--- src/rtl/ts_ci_bridge_if.sv ---
// Pin/handshake bundle for ts_ci_bridge: upstream TS byte stream, downstream
// FIFO write port, CI CAM input/output buses and the aligner status flags.
interface ts_ci_bridge_if;
  logic [7:0] in_d;
  logic       in_valid;
  logic       in_ready;
  logic [7:0] out_d;
  logic       out_wrreq;
  logic       out_sop;
  logic       out_almost_full;
  logic [7:0] CI_MDI;
  logic       CI_MCLKI;
  logic       CI_MISTRT;
  logic       CI_MIVAL;
  logic [7:0] CI_MDO;
  logic       CI_MCLKO;
  logic       CI_MOSTRT;
  logic       CI_MOVAL;
  logic       in_locked;
  logic       sync_err;

  // bridge side
  modport slave (
    input  in_d, in_valid, out_almost_full, CI_MDO, CI_MCLKO, CI_MOSTRT, CI_MOVAL,
    output in_ready, out_d, out_wrreq, out_sop, CI_MDI, CI_MCLKI, CI_MISTRT, CI_MIVAL,
           in_locked, sync_err
  );

  // environment side (router FIFOs and CAM)
  modport master (
    output in_d, in_valid, out_almost_full, CI_MDO, CI_MCLKO, CI_MOSTRT, CI_MOVAL,
    input  in_ready, out_d, out_wrreq, out_sop, CI_MDI, CI_MCLKI, CI_MISTRT, CI_MIVAL,
           in_locked, sync_err
  );
endinterface

--- src/rtl/ts_ci_bridge.sv ---
// CI TS bridge: packet-aligned TS byte launch onto the CAM input bus and capture of
// the asynchronous CAM output bus. Define TS_CI_BRIDGE_STATS_EN for packet counters.
module ts_ci_bridge #(
  parameter int         CLK_DIV   = 4,
  parameter int         PKT_LEN   = 188,
  parameter logic [7:0] SYNC_BYTE = 8'h47
) (
  input  logic          clk,
  input  logic          reset,
  ts_ci_bridge_if.slave bus
`ifdef TS_CI_BRIDGE_STATS_EN
  ,
  input  logic          stat_clr,
  output logic [31:0]   stat_in_pkts,
  output logic [31:0]   stat_out_pkts,
  output logic [31:0]   stat_drop_pkts,
  output logic [15:0]   stat_sync_err
`endif
);

  localparam logic [3:0] DIV_LAST = 4'(CLK_DIV - 1);
  localparam logic [7:0] PKT_LAST = 8'(PKT_LEN);

  typedef enum logic       {HUNT, LOCK} in_state_t;
  typedef enum logic [1:0] {OUT_HUNT, PASS, DROP} out_state_t;

  logic [3:0] div_cnt_r;
  logic       mclki_r;
  logic       launch_s;
  logic       take_s;
  logic       is_sync_s;
  logic       pkt_end_s;

  in_state_t  in_state_r;
  logic [7:0] byte_cnt_r;
  logic [7:0] mdi_r;
  logic       mival_r;
  logic       mistrt_r;
  logic       in_locked_r;
  logic       sync_err_r;

  logic [2:0] mclko_sync_r;
  logic [7:0] mdo_m1_r;
  logic [7:0] mdo_m2_r;
  logic [1:0] mostrt_sync_r;
  logic [1:0] moval_sync_r;
  logic       rise_s;
  logic       start_s;

  out_state_t out_state_r;
  logic [7:0] out_d_r;
  logic       out_wrreq_r;
  logic       out_sop_r;

  // Launch tick is the cycle whose closing edge drives CI_MCLKI from 1 to 0.
  assign launch_s  = (div_cnt_r == DIV_LAST) && mclki_r;
  assign take_s    = launch_s && bus.in_valid && !reset;
  assign is_sync_s = (bus.in_d == SYNC_BYTE);
  assign pkt_end_s = (byte_cnt_r == PKT_LAST);
  assign rise_s    = mclko_sync_r[1] && !mclko_sync_r[2];
  assign start_s   = rise_s && moval_sync_r[1] && mostrt_sync_r[1];

  assign bus.in_ready  = take_s;
  assign bus.CI_MDI    = mdi_r;
  assign bus.CI_MCLKI  = mclki_r;
  assign bus.CI_MISTRT = mistrt_r;
  assign bus.CI_MIVAL  = mival_r;
  assign bus.in_locked = in_locked_r;
  assign bus.sync_err  = sync_err_r;
  assign bus.out_d     = out_d_r;
  assign bus.out_wrreq = out_wrreq_r;
  assign bus.out_sop   = out_sop_r;

  // Free-running CAM input clock divider.
  always_ff @(posedge clk) begin
    if (reset) begin
      div_cnt_r <= 4'd0;
      mclki_r   <= 1'b0;
    end else if (div_cnt_r == DIV_LAST) begin
      div_cnt_r <= 4'd0;
      mclki_r   <= ~mclki_r;
    end else begin
      div_cnt_r <= div_cnt_r + 4'd1;
    end
  end

  // Input aligner: CAM input bus only changes on launch ticks.
  always_ff @(posedge clk) begin
    if (reset) begin
      in_state_r  <= HUNT;
      byte_cnt_r  <= 8'd0;
      mdi_r       <= 8'd0;
      mival_r     <= 1'b0;
      mistrt_r    <= 1'b0;
      in_locked_r <= 1'b0;
      sync_err_r  <= 1'b0;
    end else begin
      sync_err_r <= 1'b0;
      if (launch_s) begin
        if (!bus.in_valid) begin
          mival_r  <= 1'b0;
          mistrt_r <= 1'b0;
        end else begin
          case (in_state_r)
            HUNT: begin
              if (is_sync_s) begin
                mdi_r       <= bus.in_d;
                mival_r     <= 1'b1;
                mistrt_r    <= 1'b1;
                byte_cnt_r  <= 8'd1;
                in_state_r  <= LOCK;
                in_locked_r <= 1'b1;
              end else begin
                mival_r  <= 1'b0;
                mistrt_r <= 1'b0;
              end
            end
            LOCK: begin
              if (!pkt_end_s) begin
                mdi_r      <= bus.in_d;
                mival_r    <= 1'b1;
                mistrt_r   <= 1'b0;
                byte_cnt_r <= byte_cnt_r + 8'd1;
              end else if (is_sync_s) begin
                mdi_r      <= bus.in_d;
                mival_r    <= 1'b1;
                mistrt_r   <= 1'b1;
                byte_cnt_r <= 8'd1;
              end else begin
                mival_r     <= 1'b0;
                mistrt_r    <= 1'b0;
                sync_err_r  <= 1'b1;
                byte_cnt_r  <= 8'd0;
                in_state_r  <= HUNT;
                in_locked_r <= 1'b0;
              end
            end
            default: begin
              mival_r     <= 1'b0;
              mistrt_r    <= 1'b0;
              byte_cnt_r  <= 8'd0;
              in_state_r  <= HUNT;
              in_locked_r <= 1'b0;
            end
          endcase
        end
      end
    end
  end

  // Two-flop synchronisers for the CAM output bus; clock gets a third stage for edge detect.
  always_ff @(posedge clk) begin
    if (reset) begin
      mclko_sync_r  <= 3'd0;
      mdo_m1_r      <= 8'd0;
      mdo_m2_r      <= 8'd0;
      mostrt_sync_r <= 2'd0;
      moval_sync_r  <= 2'd0;
    end else begin
      mclko_sync_r  <= {mclko_sync_r[1:0], bus.CI_MCLKO};
      mdo_m1_r      <= bus.CI_MDO;
      mdo_m2_r      <= mdo_m1_r;
      mostrt_sync_r <= {mostrt_sync_r[0], bus.CI_MOSTRT};
      moval_sync_r  <= {moval_sync_r[0], bus.CI_MOVAL};
    end
  end

  // Output capture: the go/drop decision is taken once per packet, at its start byte.
  always_ff @(posedge clk) begin
    if (reset) begin
      out_state_r <= OUT_HUNT;
      out_d_r     <= 8'd0;
      out_wrreq_r <= 1'b0;
      out_sop_r   <= 1'b0;
    end else begin
      out_wrreq_r <= 1'b0;
      out_sop_r   <= 1'b0;
      if (start_s) begin
        if (bus.out_almost_full) begin
          out_state_r <= DROP;
        end else begin
          out_state_r <= PASS;
          out_d_r     <= mdo_m2_r;
          out_wrreq_r <= 1'b1;
          out_sop_r   <= 1'b1;
        end
      end else if (rise_s && moval_sync_r[1] && (out_state_r == PASS)) begin
        out_d_r     <= mdo_m2_r;
        out_wrreq_r <= 1'b1;
      end
    end
  end

`ifdef TS_CI_BRIDGE_STATS_EN
  logic        in_sop_s;
  logic        drop_s;
  logic [31:0] stat_in_r;
  logic [31:0] stat_out_r;
  logic [31:0] stat_drop_r;
  logic [15:0] stat_serr_r;

  assign in_sop_s       = take_s && is_sync_s && ((in_state_r == HUNT) || pkt_end_s);
  assign drop_s         = start_s && bus.out_almost_full;
  assign stat_in_pkts   = stat_in_r;
  assign stat_out_pkts  = stat_out_r;
  assign stat_drop_pkts = stat_drop_r;
  assign stat_sync_err  = stat_serr_r;

  // Wrapping event counters; clear beats a same-cycle increment.
  always_ff @(posedge clk) begin
    if (reset || stat_clr) begin
      stat_in_r   <= 32'd0;
      stat_out_r  <= 32'd0;
      stat_drop_r <= 32'd0;
      stat_serr_r <= 16'd0;
    end else begin
      stat_in_r   <= stat_in_r + {31'd0, in_sop_s};
      stat_out_r  <= stat_out_r + {31'd0, out_wrreq_r && out_sop_r};
      stat_drop_r <= stat_drop_r + {31'd0, drop_s};
      stat_serr_r <= stat_serr_r + {15'd0, sync_err_r};
    end
  end
`endif

endmodule

--- src/flat_wrapper.sv ---
// flat-port wrapper written by rule: the top's interface ports become plain ports
module ts_ci_bridge_flat 
#(
  parameter int         CLK_DIV   = 4,
  parameter int         PKT_LEN   = 188,
  parameter logic [7:0] SYNC_BYTE = 8'h47
)
  (clk, reset, bus_in_d, bus_in_valid, bus_out_almost_full, bus_CI_MDO, bus_CI_MCLKO, bus_CI_MOSTRT, bus_CI_MOVAL, bus_in_ready, bus_out_d, bus_out_wrreq, bus_out_sop, bus_CI_MDI, bus_CI_MCLKI, bus_CI_MISTRT, bus_CI_MIVAL, bus_in_locked, bus_sync_err);
  ts_ci_bridge_if bus_i ();
  input  logic clk;
  input  logic reset;
  input wire logic [$bits(bus_i.in_d)-1:0] bus_in_d;
  input wire logic [$bits(bus_i.in_valid)-1:0] bus_in_valid;
  input wire logic [$bits(bus_i.out_almost_full)-1:0] bus_out_almost_full;
  input wire logic [$bits(bus_i.CI_MDO)-1:0] bus_CI_MDO;
  input wire logic [$bits(bus_i.CI_MCLKO)-1:0] bus_CI_MCLKO;
  input wire logic [$bits(bus_i.CI_MOSTRT)-1:0] bus_CI_MOSTRT;
  input wire logic [$bits(bus_i.CI_MOVAL)-1:0] bus_CI_MOVAL;
  output wire logic [$bits(bus_i.in_ready)-1:0] bus_in_ready;
  output wire logic [$bits(bus_i.out_d)-1:0] bus_out_d;
  output wire logic [$bits(bus_i.out_wrreq)-1:0] bus_out_wrreq;
  output wire logic [$bits(bus_i.out_sop)-1:0] bus_out_sop;
  output wire logic [$bits(bus_i.CI_MDI)-1:0] bus_CI_MDI;
  output wire logic [$bits(bus_i.CI_MCLKI)-1:0] bus_CI_MCLKI;
  output wire logic [$bits(bus_i.CI_MISTRT)-1:0] bus_CI_MISTRT;
  output wire logic [$bits(bus_i.CI_MIVAL)-1:0] bus_CI_MIVAL;
  output wire logic [$bits(bus_i.in_locked)-1:0] bus_in_locked;
  output wire logic [$bits(bus_i.sync_err)-1:0] bus_sync_err;
  assign bus_i.in_d = bus_in_d;
  assign bus_i.in_valid = bus_in_valid;
  assign bus_i.out_almost_full = bus_out_almost_full;
  assign bus_i.CI_MDO = bus_CI_MDO;
  assign bus_i.CI_MCLKO = bus_CI_MCLKO;
  assign bus_i.CI_MOSTRT = bus_CI_MOSTRT;
  assign bus_i.CI_MOVAL = bus_CI_MOVAL;
  assign bus_in_ready = bus_i.in_ready;
  assign bus_out_d = bus_i.out_d;
  assign bus_out_wrreq = bus_i.out_wrreq;
  assign bus_out_sop = bus_i.out_sop;
  assign bus_CI_MDI = bus_i.CI_MDI;
  assign bus_CI_MCLKI = bus_i.CI_MCLKI;
  assign bus_CI_MISTRT = bus_i.CI_MISTRT;
  assign bus_CI_MIVAL = bus_i.CI_MIVAL;
  assign bus_in_locked = bus_i.in_locked;
  assign bus_sync_err = bus_i.sync_err;
  ts_ci_bridge #(.CLK_DIV(CLK_DIV), .PKT_LEN(PKT_LEN), .SYNC_BYTE(SYNC_BYTE)) u_core (.clk(clk), .reset(reset), .bus(bus_i));
endmodule
--- config.mk ---
export PLATFORM = sky130hd
export DESIGN_NAME = ts_ci_bridge_flat
export DESIGN_NICKNAME = d
export VERILOG_FILES = /design/src/rtl/ts_ci_bridge_if.sv /design/src/rtl/ts_ci_bridge.sv /design/src/flat_wrapper.sv
export SDC_FILE = /design/constraint.sdc
export NUM_CORES = 1
export LEC_CHECK = 0
export ABC_CLOCK_PERIOD_IN_PS = 1600
export CORE_AREA = 2 2 69 84
export DETAILED_ROUTE_END_ITERATION = 12
export DIE_AREA = 0 0 71 86
export PLACE_DENSITY = 0.75
export SYNTH_ARGS = -nofsm -noshare
export SYNTH_HDL_FRONTEND = slang
export SYNTH_SLANG_ARGS = --single-unit
--- constraint.sdc ---
create_clock -name clk -period 1.6 [get_ports clk]
set_input_delay 0.32 -clock clk [delete_from_list [all_inputs] [get_ports clk]]
set_output_delay 0.32 -clock clk [all_outputs]
set_load 0.05 [all_outputs]
==> flow_metrics.env <==
export IMPL_status="finished with violations"
export IMPL_failing_checks="setup timing"
export IMPL_tightest_slew_ns=0.295
export IMPL_wl_um=4770
export IMPL_final_util_pct=63.4
export IMPL_min_from="reset"
export IMPL_setup_crit_start_kind="flip-flop"
export IMPL_core_um2=5260
export IMPL_cts_sinks=61
export IMPL_floorplan_die_width_um=71
export IMPL_num_nets_final=331
export IMPL_syn_instance_count=222
export IMPL_wire_length_per_cell_after_detailed_routing_um=12.8
export IMPL_placed_cells=350
export IMPL_post_route_cells_drive_above_1_share_pct=34.2
export IMPL_worst_skew_pair_late_latency_ns=0.33
export IMPL_critical_path_max_fanout=3
export IMPL_crit_end_element="output pin"
export IMPL_yosysSeqAreaShare_pct=53.6
export IMPL_clkTransAtPathRegs_ns=0.07
export IMPL_cts_buffer_depth=2
export IMPL_crit_slowest_cell="dfxtp_2"
export IMPL_routed_via_density=5.05
export IMPL_routed_via_count=1880
export IMPL_finalPower_mw=3.31
export IMPL_power_per_cell_area_nw_per_um2=994
export IMPL_synth_nets=248
export IMPL_remaining_design_rule_violation_count=0
export IMPL_synth_seq_cells=61
export IMPL_first_global_vias=1820
export IMPL_place_detailed_hpwl_um=3260
export IMPL_critical_path_max_stage_delay_ns=0.36
export IMPL_max_cap_violations=0
export IMPL_fin_crit_sh_pct=114
export IMPL_synthArstFlopShare_pct=0
export IMPL_final_hold_viols=0
export IMPL_fp_dieH_um=86
export IMPL_flow_area_growth_from_synthesis_pct=46.5
export IMPL_final_setup_viol_count=14
export IMPL_drt_pre_antenna_iters=4
export IMPL_multi_input_comb_area_um2=1070
export IMPL_timing_fmax_ghz=0.547
export IMPL_synth_distinct_cells=44
export IMPL_rsz_0062_raised_after_global_routing="yes"
export IMPL_drtIter0Drc=92
export IMPL_cts_root_buf="clkbuf_8"
export IMPL_worst_ep_required_time_ns=1.28
export IMPL_grt_util_all_layers_pct=17.2
export IMPL_antenna_found_initial=0
export IMPL_num_io_pins=47
export IMPL_combined_flip_flop_and_latch_cell_area_um2=1230
export IMPL_timing_slew_headroom_pct=80.2
export IMPL_holdBufCountCts=0
export IMPL_finClkSkew_ns=0.00587
export IMPL_startpoint="u_core.div_cnt_r[0]"
export IMPL_tritoncts_num_buffers=9
export IMPL_clock_tree_from_tritoncts="yes"
export IMPL_global_route_overflow_total=0
export IMPL_critical_path_class="flip-flop to output pin"
export IMPL_vdd_ir_drop_max_mv=0.605
export IMPL_dpl_cell_area_um2=2960
export IMPL_synthesis_area_per_instance_um2=10.3
export IMPL_synth_main_ff_cell="dfxtp_1"
export IMPL_pin_count_of_the_biggest_net_entering_global_routing=31
export IMPL_layout_cell_area_non_filler_um2=3340
export IMPL_die_area_um2=6110
export IMPL_synth_edff_count=0
export IMPL_maxSlewViolCount=0
export IMPL_fillers=416
export IMPL_floorplan_initialDensity_pct=43.3
export IMPL_io_buffer_count=46
export IMPL_num_antenna_cells=0
export IMPL_netlist_area_um2=2280
export IMPL_floorplan_rows=29
export IMPL_synth_warnings=0
export IMPL_timing_critical_path_arrival_ns=1.51
export IMPL_timing_hold_worst_class="input pin to flip-flop"
export IMPL_layout_cells_non_filler=372
export IMPL_drtAntennaViolNets=0
export IMPL_leak_pwr_nw=1.39
export IMPL_r2r_start="u_core.div_cnt_r[0]"
export IMPL_cts_htree_levels=3
export IMPL_final_setup_worst_slack_ns=-0.229
export IMPL_grt_first_pass_wirelength_um=8180
export IMPL_post_route_minimum_period_ns=1.83
export IMPL_timing_critical_path_cells="ha_4 -> and4bb_2 -> nand2_4 -> buf_6 -> nor2_4 -> buf_12"
export IMPL_globalplace_congestion=0.845
cells in the final DEF, fill, tap and decap left out, types with 2 or more instances in the layout:
cell,Yosys,routed
nand2_4,0,2
a211oi_2,2,2
a21oi_1,9,7
nand3_1,7,7
o31ai_1,5,5
clkdlybuf4s50_1,0,18
nor2b_1,24,24
o221a_2,4,4
dlygate4sd2_1,0,3
buf_4,0,54
o21ai_0,3,2
nor3_1,3,2
or4_1,4,4
dfxtp_1,61,58
mux2i_1,9,9
bufinv_16,0,2
nand2_1,14,13
nor3b_1,3,3
nor2_1,15,14
or4_4,2,2
nand3b_1,3,3
buf_6,2,4
nand4_1,2,2
a211oi_1,4,4
inv_1,10,10
dfxtp_2,0,2
o32ai_2,0,3
ha_1,3,2
clkbuf_8,0,9
a21oi_4,0,2
logic make-up (layout without fill, tap and decap cells):
family	count (synthesis)	in the layout	share of synthesized area [%]
AOI/OAI and AO/OA	37	37	12.5
adders and majority gates	3	3	1.65
muxes	9	9	3.96
xor gates and xnor gates	2	2	0.769
DFF	61	61	53.6
buffers and inverters	20	108	3.96
and+or+nand+nor	90	90	23.5
final timing paths:
path / endpoint / slack, ns / cells past startpoint
hold reg to reg: u_core.mostrt_sync_r[1] / 0.44 / 1
hold / removal: u_core.byte_cnt_r[6] / 0.35 / 2
setup reg to reg: u_core.byte_cnt_r[6] / -0.21 / 6
setup / recovery: bus_in_ready / -0.23 / 6
cell usage after synthesis, types with 2 or more instances:
library cell / number / area share [%]
a211oi_1: 4 / 1.3
a211oi_2: 2 / 1.1
a21oi_1: 9 / 2.0
and2_1: 2 / 0.55
buf_1: 2 / 0.33
buf_6: 2 / 0.99
clkbuf_1: 6 / 0.99
dfxtp_1: 61 / 54
ha_1: 3 / 1.6
inv_1: 10 / 1.6
mux2i_1: 9 / 4.0
nand2_1: 14 / 2.3
nand3_1: 7 / 1.5
nand3b_1: 3 / 0.99
nand4_1: 2 / 0.55
nor2_1: 15 / 2.5
nor2b_1: 24 / 6.6
nor3_1: 3 / 0.66
nor3b_1: 3 / 0.99
o21ai_0: 3 / 0.66
o221a_2: 4 / 2.0
o31ai_1: 5 / 1.6
o32ai_1: 4 / 1.5
or4_1: 4 / 1.3
or4_4: 2 / 0.99
critical path: cells and delay by family, from the launching register on:
kind | cells | cell delay (ns)
AND/OR/NAND/NOR | 3 | 0.41
flip-flops | 1 | 0.36
buffers and inverters | 2 | 0.26
adder cells (fa/ha/maj) | 1 | 0.14
timing repair:
action | CTS | global route
pin swaps | 8 | 2
resized for setup | 24 | 5
setup endpoints to repair | 17 | 22
setup buffers | 6 | 0
endpoints found under the hold margin | 0 | 0
power by group:
group / leakage (nW) / switching (mW) / total, mW / internal (mW)
clock: 0.115 / 0.596 / 1.57 / 0.971
sequential: 0.498 / 0.0141 / 1.57 / 1.55
combinational: 0.775 / 0.0752 / 0.178 / 0.103
sequential cells by signal, summed over array words and instances, names as in the netlist, 2 cells and up:
register              cells
u_core.mdo_m1_r           8
u_core.mostrt_sync_r      2
u_core.mdo_m2_r           8
u_core.div_cnt_r          4
u_core.out_state_r        2
u_core.byte_cnt_r         8
u_core.bus.CI_MDI         8
u_core.bus.out_d          8
u_core.moval_sync_r       2
u_core.mclko_sync_r       3
stage by stage:
stage	worst slack (ns)	setup TNS [ns]	hold WS (ns)
final	-0.229	-1.45	0.350
after global routing	-0.275	-2.25	0.342
after CTS	-0.240	-1.28	0.331
after detailed placement	-0.477	-8.78	0.430
after global placement	-0.447	-8.30	0.419
after floorplan	-0.00114	-0.00114	0.399
layer usage:
metal,track usage [%],vias up,wire (µm)
met2,29.2,38,2440
met1,19.4,884,2040
li1,-,949,-
met5,0,-,0
met4,10.3,0,114
met3,4.35,9,179
final cells by class:
class                   count  share of cell area (%)
multi-input cells         141                    32.1
repair buffers             82                    20.6
clock inverters             5                    2.44
flip-flops and latches     61                    36.8
well taps                  62                    2.33
clock buffers              11                    4.58
inverters                  10                    1.13
(Power assumes the default switching activity.)
